===== src/rtl/clk_rst_seq.sv =====
`default_nettype none
// ============================================================================
// Module   : clk_rst_seq
// Purpose  : Ordered reset release sequencer. It sits downstream of the reset
//            synchronizer and releases NUM_DOMAINS active-low domain resets one
//            at a time, in index order, spaced RELEASE_DLY cycles apart. A
//            level soft-reset request received in RUN re-asserts every domain,
//            holds them for SOFT_RST_CYCLES, pulses an acknowledge, and then
//            re-runs the release sequence.
// Ports    : clk          - sole clock, posedge
//            rst          - synchronous active-high reset
//            soft_rst_req - level soft-reset request, honoured only in RUN
//            soft_rst_ack - one-cycle pulse when the soft-reset hold ends
//            domain_rstN  - active-low domain resets, bit 0 released first
//            seq_done     - high while every domain is released (RUN)
//            seq_state    - 0 = SEQ, 1 = RUN, 2 = SOFT
// Revision : 1.0 - initial release
// ============================================================================
module clk_rst_seq #(
    parameter int NUM_DOMAINS     = 4,
    parameter int RELEASE_DLY     = 16,
    parameter int SOFT_RST_CYCLES = 8
) (
    input  logic                   clk,
    input  logic                   rst,
    input  logic                   soft_rst_req,
    output logic                   soft_rst_ack,
    output logic [NUM_DOMAINS-1:0] domain_rstN,
    output logic                   seq_done,
    output logic [1:0]             seq_state
);

    // One counter serves both the release gap and the soft-reset hold, so it
    // is sized for the larger of the two.
    localparam int c_CNT_MAX = (RELEASE_DLY > SOFT_RST_CYCLES) ? RELEASE_DLY : SOFT_RST_CYCLES;
    localparam int c_CNT_W   = $clog2(c_CNT_MAX + 1);
    localparam int c_IDX_W   = (NUM_DOMAINS > 1) ? $clog2(NUM_DOMAINS) : 1;

    localparam logic [c_CNT_W-1:0] c_REL_LAST  = c_CNT_W'(RELEASE_DLY - 1);
    localparam logic [c_CNT_W-1:0] c_SOFT_LAST = c_CNT_W'(SOFT_RST_CYCLES - 1);
    localparam logic [c_IDX_W-1:0] c_IDX_LAST  = c_IDX_W'(NUM_DOMAINS - 1);

    localparam logic [1:0] ST_SEQ  = 2'd0;
    localparam logic [1:0] ST_RUN  = 2'd1;
    localparam logic [1:0] ST_SOFT = 2'd2;

    logic [1:0]             r_state;
    logic [c_CNT_W-1:0]     r_cnt;
    logic [c_IDX_W-1:0]     r_idx;
    logic [NUM_DOMAINS-1:0] r_domain_rstN;
    logic                   r_seq_done;
    logic                   r_soft_rst_ack;
    logic [NUM_DOMAINS-1:0] w_rel_mask;

    // One-hot mask of the domain due for release. OR-ing it into the current
    // vector keeps already-released bits high, so release is monotonic.
    always_comb begin
        w_rel_mask = '0;
        for (int i = 0; i < NUM_DOMAINS; i++) begin
            if (r_idx == c_IDX_W'(i)) begin
                w_rel_mask[i] = 1'b1;
            end
        end
    end

    always_ff @(posedge clk) begin
        if (rst) begin
            r_state        <= ST_SEQ;
            r_cnt          <= '0;
            r_idx          <= '0;
            r_domain_rstN  <= '0;
            r_seq_done     <= 1'b0;
            r_soft_rst_ack <= 1'b0;
        end else begin
            r_soft_rst_ack <= 1'b0;
            case (r_state)
                ST_SEQ: begin
                    if (r_cnt == c_REL_LAST) begin
                        r_cnt         <= '0;
                        r_domain_rstN <= r_domain_rstN | w_rel_mask;
                        // idx parks on the last domain rather than wrapping;
                        // leaving SOFT is what rewinds it.
                        if (r_idx == c_IDX_LAST) begin
                            r_state    <= ST_RUN;
                            r_seq_done <= 1'b1;
                        end else begin
                            r_idx <= r_idx + 1'b1;
                        end
                    end else begin
                        r_cnt <= r_cnt + 1'b1;
                    end
                end
                ST_RUN: begin
                    if (soft_rst_req) begin
                        r_state       <= ST_SOFT;
                        r_cnt         <= '0;
                        r_domain_rstN <= '0;
                        r_seq_done    <= 1'b0;
                    end
                end
                ST_SOFT: begin
                    if (r_cnt == c_SOFT_LAST) begin
                        r_state        <= ST_SEQ;
                        r_cnt          <= '0;
                        r_idx          <= '0;
                        r_soft_rst_ack <= 1'b1;
                    end else begin
                        r_cnt <= r_cnt + 1'b1;
                    end
                end
                default: begin
                    // Encoding 3 is unreachable; recover to a clean restart.
                    r_state       <= ST_SEQ;
                    r_cnt         <= '0;
                    r_idx         <= '0;
                    r_domain_rstN <= '0;
                    r_seq_done    <= 1'b0;
                end
            endcase
        end
    end

    assign soft_rst_ack = r_soft_rst_ack;
    assign domain_rstN  = r_domain_rstN;
    assign seq_done     = r_seq_done;
    assign seq_state    = r_state;

endmodule
`default_nettype wire


===== config.mk =====
export PLATFORM = sky130hd
export DESIGN_NAME = clk_rst_seq
export DESIGN_NICKNAME = d
export VERILOG_FILES = /design/src/rtl/clk_rst_seq.sv
export SDC_FILE = /design/constraint.sdc
export NUM_CORES = 1
export LEC_CHECK = 0
export ABC_CLOCK_PERIOD_IN_PS = 2300
export CORE_MARGIN = 3
export CORE_UTILIZATION = 45
export DETAILED_ROUTE_END_ITERATION = 7
export GPL_ROUTABILITY_DRIVEN = 0
export PLACE_DENSITY_LB_ADDON = 0.25
export SLEW_MARGIN = 20
export SYNTH_ARGS = -nofsm -noshare
export SYNTH_HDL_FRONTEND = slang
export SYNTH_SLANG_ARGS = --single-unit

===== constraint.sdc =====
create_clock -name clk -period 2.3 [get_ports clk]
set_input_delay 0.46 -clock clk [delete_from_list [all_inputs] [get_ports clk]]
set_output_delay 0.46 -clock clk [all_outputs]
set_load 0.01 [all_outputs]

==> metrics.yaml <==
status:
  outcome: "completed"
critical_path:
  crit_family: "buffers and inverters"
  crit_buf_inv: 1
  slowest_stage: "clkdlybuf4s50_1"
  worstSetupStartpointType: "flop"
  path_max_fanout: 13
  cpPeakStageDelay_ns: 0.61
  crit_chain: "clkdlybuf4s50_1"
  crit_type: "flop to primary output"
  critPathRequiredTime_ns: 1.84
  critPathCaptureType: "primary output"
  reg2reg_setup_slack_ns: 0.52
  critPathArrivalTime_ns: 1.45
finish:
  area_growth_syn_to_layout_pct: 15.26
  drive_gt1_share_pct: 14.43
  fin_nets: 108
  finalInstanceArea_um2: 907.1
  utilization_pct: 57.54
  antennaDiodeCount: 0
pwr:
  leakagePower_nw: 0.3276
  power.density_nw_per_um2: 488.8
  peakVddDrop_v: 0.0004151
worst_hold_path:
  min_path_type: "flop to flop"
job:
  cap_violations: 0
detailed_routing:
  drc_errors: 0
  via_per_inst: 5.301
  dr.pass1.iters: 4
  drt-total-wl_um: 1435
  detail-route-antenna-nets: 0
  route.vias.total: 599
  drt_iter0_drc: 10
  wl_per_cell_um: 12.70
clock_tree:
  cts_resized: 0
  clock_latency_ns: 0.29
  post_cts_buffers: 0
  cts_buffers: 3
  clockBufferDepth: 2
  root_buffer: "clkbuf_4"
  cts.sinks: 15
  clk_pin_slew_worst_paths_ns: 0.09
  cts-hold-fix-buffers: 0
  cts_tree: "built"
  htree_levels: 1
die:
  die_area_um2: 2287
  row_count: 14
  die_w_um: 47.82
  core_area_um2: 1577
  start_util_pct: 49.92
  io_pins: 11
  die_h_um: 47.82
synthesis:
  syn_area_per_cell_um2: 9.151
  synth_warnings: 0
  ys_async_sr_fraction_pct: 0
  synth.net_count: 96
  syn_area_um2: 787.0
  ys_types: 32
  synth-edff-count: 0
  ys_seq_area_share_pct: 38.16
  netlist.top_cell.by_area: "dfxtp_1"
  synth_top_area_share_pct: 38.16
  synthFlopType: "dfxtp_1"
  ys_top_cells_by_area: "dfxtp_1 (38%), ha_1 (11%), nor2_1 (5.2%)"
  yosys_register_bits: 15
  syn_inst: 86
timing:
  slew_violations: 0
  tightest_slew_ns: 0.4551
  rsz0062_at_grt: "no"
  fin_setup_tns_ns: 0
  layout_min_cycle_time_ns: 1.914
  clock-skew-final_ns: 0.001909
  fmaxAchievable_mhz: 522.3
  setup_violations: 0
  fin_hold_ws_ns: 0.4820
  relSlewSlack_pct: 69.57
  min_period_over_period_pct: 83.24
  hold_violations: 0
grt:
  grt-ovfl-total: 0
  first_global_vias: 551
  grt_first_pass_wirelength_um: 2352
  grtUsageTotal_pct: 15.23
  grt_max_degree: 14
  antenna_found_initial: 0
placement:
  port_buffers: 10
  place_area_um2: 880.8
  hpwl_um: 1077
power by group:
| part | switching (W) | internal, W | leakage [nW] | total (W) |
|---|---|---|---|---|
| Combinational | 0.0000116 | 0.0000118 | 0.191 | 0.0000233 |
| Clock | 0.0000838 | 0.0000675 | 0.0150 | 0.000151 |
| Sequential | 0.00000468 | 0.000264 | 0.121 | 0.000269 |
kinds of logic after synthesis:
| group | Yosys count | synth area share, % |
|---|---|---|
| multiplexers | 1 | 1.272 |
| flip-flops | 15 | 38.16 |
| adder cells (fa/ha/maj) | 7 | 11.13 |
| buffers and inverters | 8 | 5.723 |
| XOR/XNOR | 1 | 1.113 |
| AO/OA/AOI/OAI | 20 | 18.13 |
| AND/OR/NAND/NOR | 34 | 24.48 |
final timing paths:
path                          startpoint                           to  depth (start not counted)
max            seq_state[1]$_SDFFE_PP0P_                 seq_state[1]                          1
min          domain_rstN[0]$_SDFFE_PP0P_  domain_rstN[0]$_SDFFE_PP0P_                          2
min reg2reg  domain_rstN[0]$_SDFFE_PP0P_  domain_rstN[0]$_SDFFE_PP0P_                          2
max reg2reg        r_cnt[0]$_SDFFE_PP0P_  domain_rstN[3]$_SDFFE_PP0P_                          8
flip-flops by register name (all words and copies together) (netlist names):
| register | flops |
|---|---|
| r_cnt | 5 |
| domain_rstN | 4 |
| r_idx | 2 |
| seq_state | 2 |
| seq_done | 1 |
| soft_rst_ack | 1 |
synth_stat cells (2+ instances only):
cell type	instances
a21oi_2	2
inv_1	5
dfxtp_1	15
buf_6	2
nor3_1	4
nand3b_1	2
nand3_1	3
ha_1	7
nor2_1	11
nand2_1	5
o21ai_0	2
a21oi_1	7
o21ai_2	2
metal layers:
layer  track usage [%]  vias up  share of wire, %
met5                 0        -                 0
met4             8.065        0               1.7
met3             4.511        3               2.9
met2             22.96        8                45
met1             19.46      265                50
li1                  -      323                 -
stage by stage:
step	power, W	worst slack [ns]	instances
2_1_floorplan	0.0002906	0.6922	86
3_3_place_gp	0.0002978	0.5319	109
3_5_place_dp	0.0002985	0.4719	109
4_1_cts	0.0004465	0.3555	113
5_1_grt	0.0004637	0.3139	113
6_report	0.0004434	0.3855	113
layout make-up:
type / count / area, um^2
fill: 143 / 669.4
multi-input combinational: 63 / 441.7
sequential: 15 / 300.3
timing repair buffer: 10 / 100.1
clock buffer: 4 / 26.28
tap: 16 / 20.02
inverter: 5 / 18.77
layout by cell type, fill, tap and decap left out:
cell type / n
nand2b_1: 1
inv_1: 5
or3_4: 1
nand3_1: 3
clkbuf_1: 1
a2bb2oi_1: 1
nor3_1: 4
nand2_1: 5
o21ai_0: 2
o21ai_2: 2
nand4bb_1: 1
a31oi_1: 1
a21bo_2: 1
clkbuf_4: 3
a21oi_2: 2
nor3_2: 1
mux2i_1: 1
dfxtp_1: 15
o21bai_1: 1
a21oi_1: 7
nand3b_1: 2
a22oi_1: 1
clkdlybuf4s50_1: 10
o211ai_2: 1
and4bb_2: 1
o22a_2: 1
xnor2_1: 1
and2b_2: 1
nor4b_1: 1
or2b_1: 1
nor2_1: 11
ha_1: 7
and2_1: 1
(Power assumes the default switching activity.)
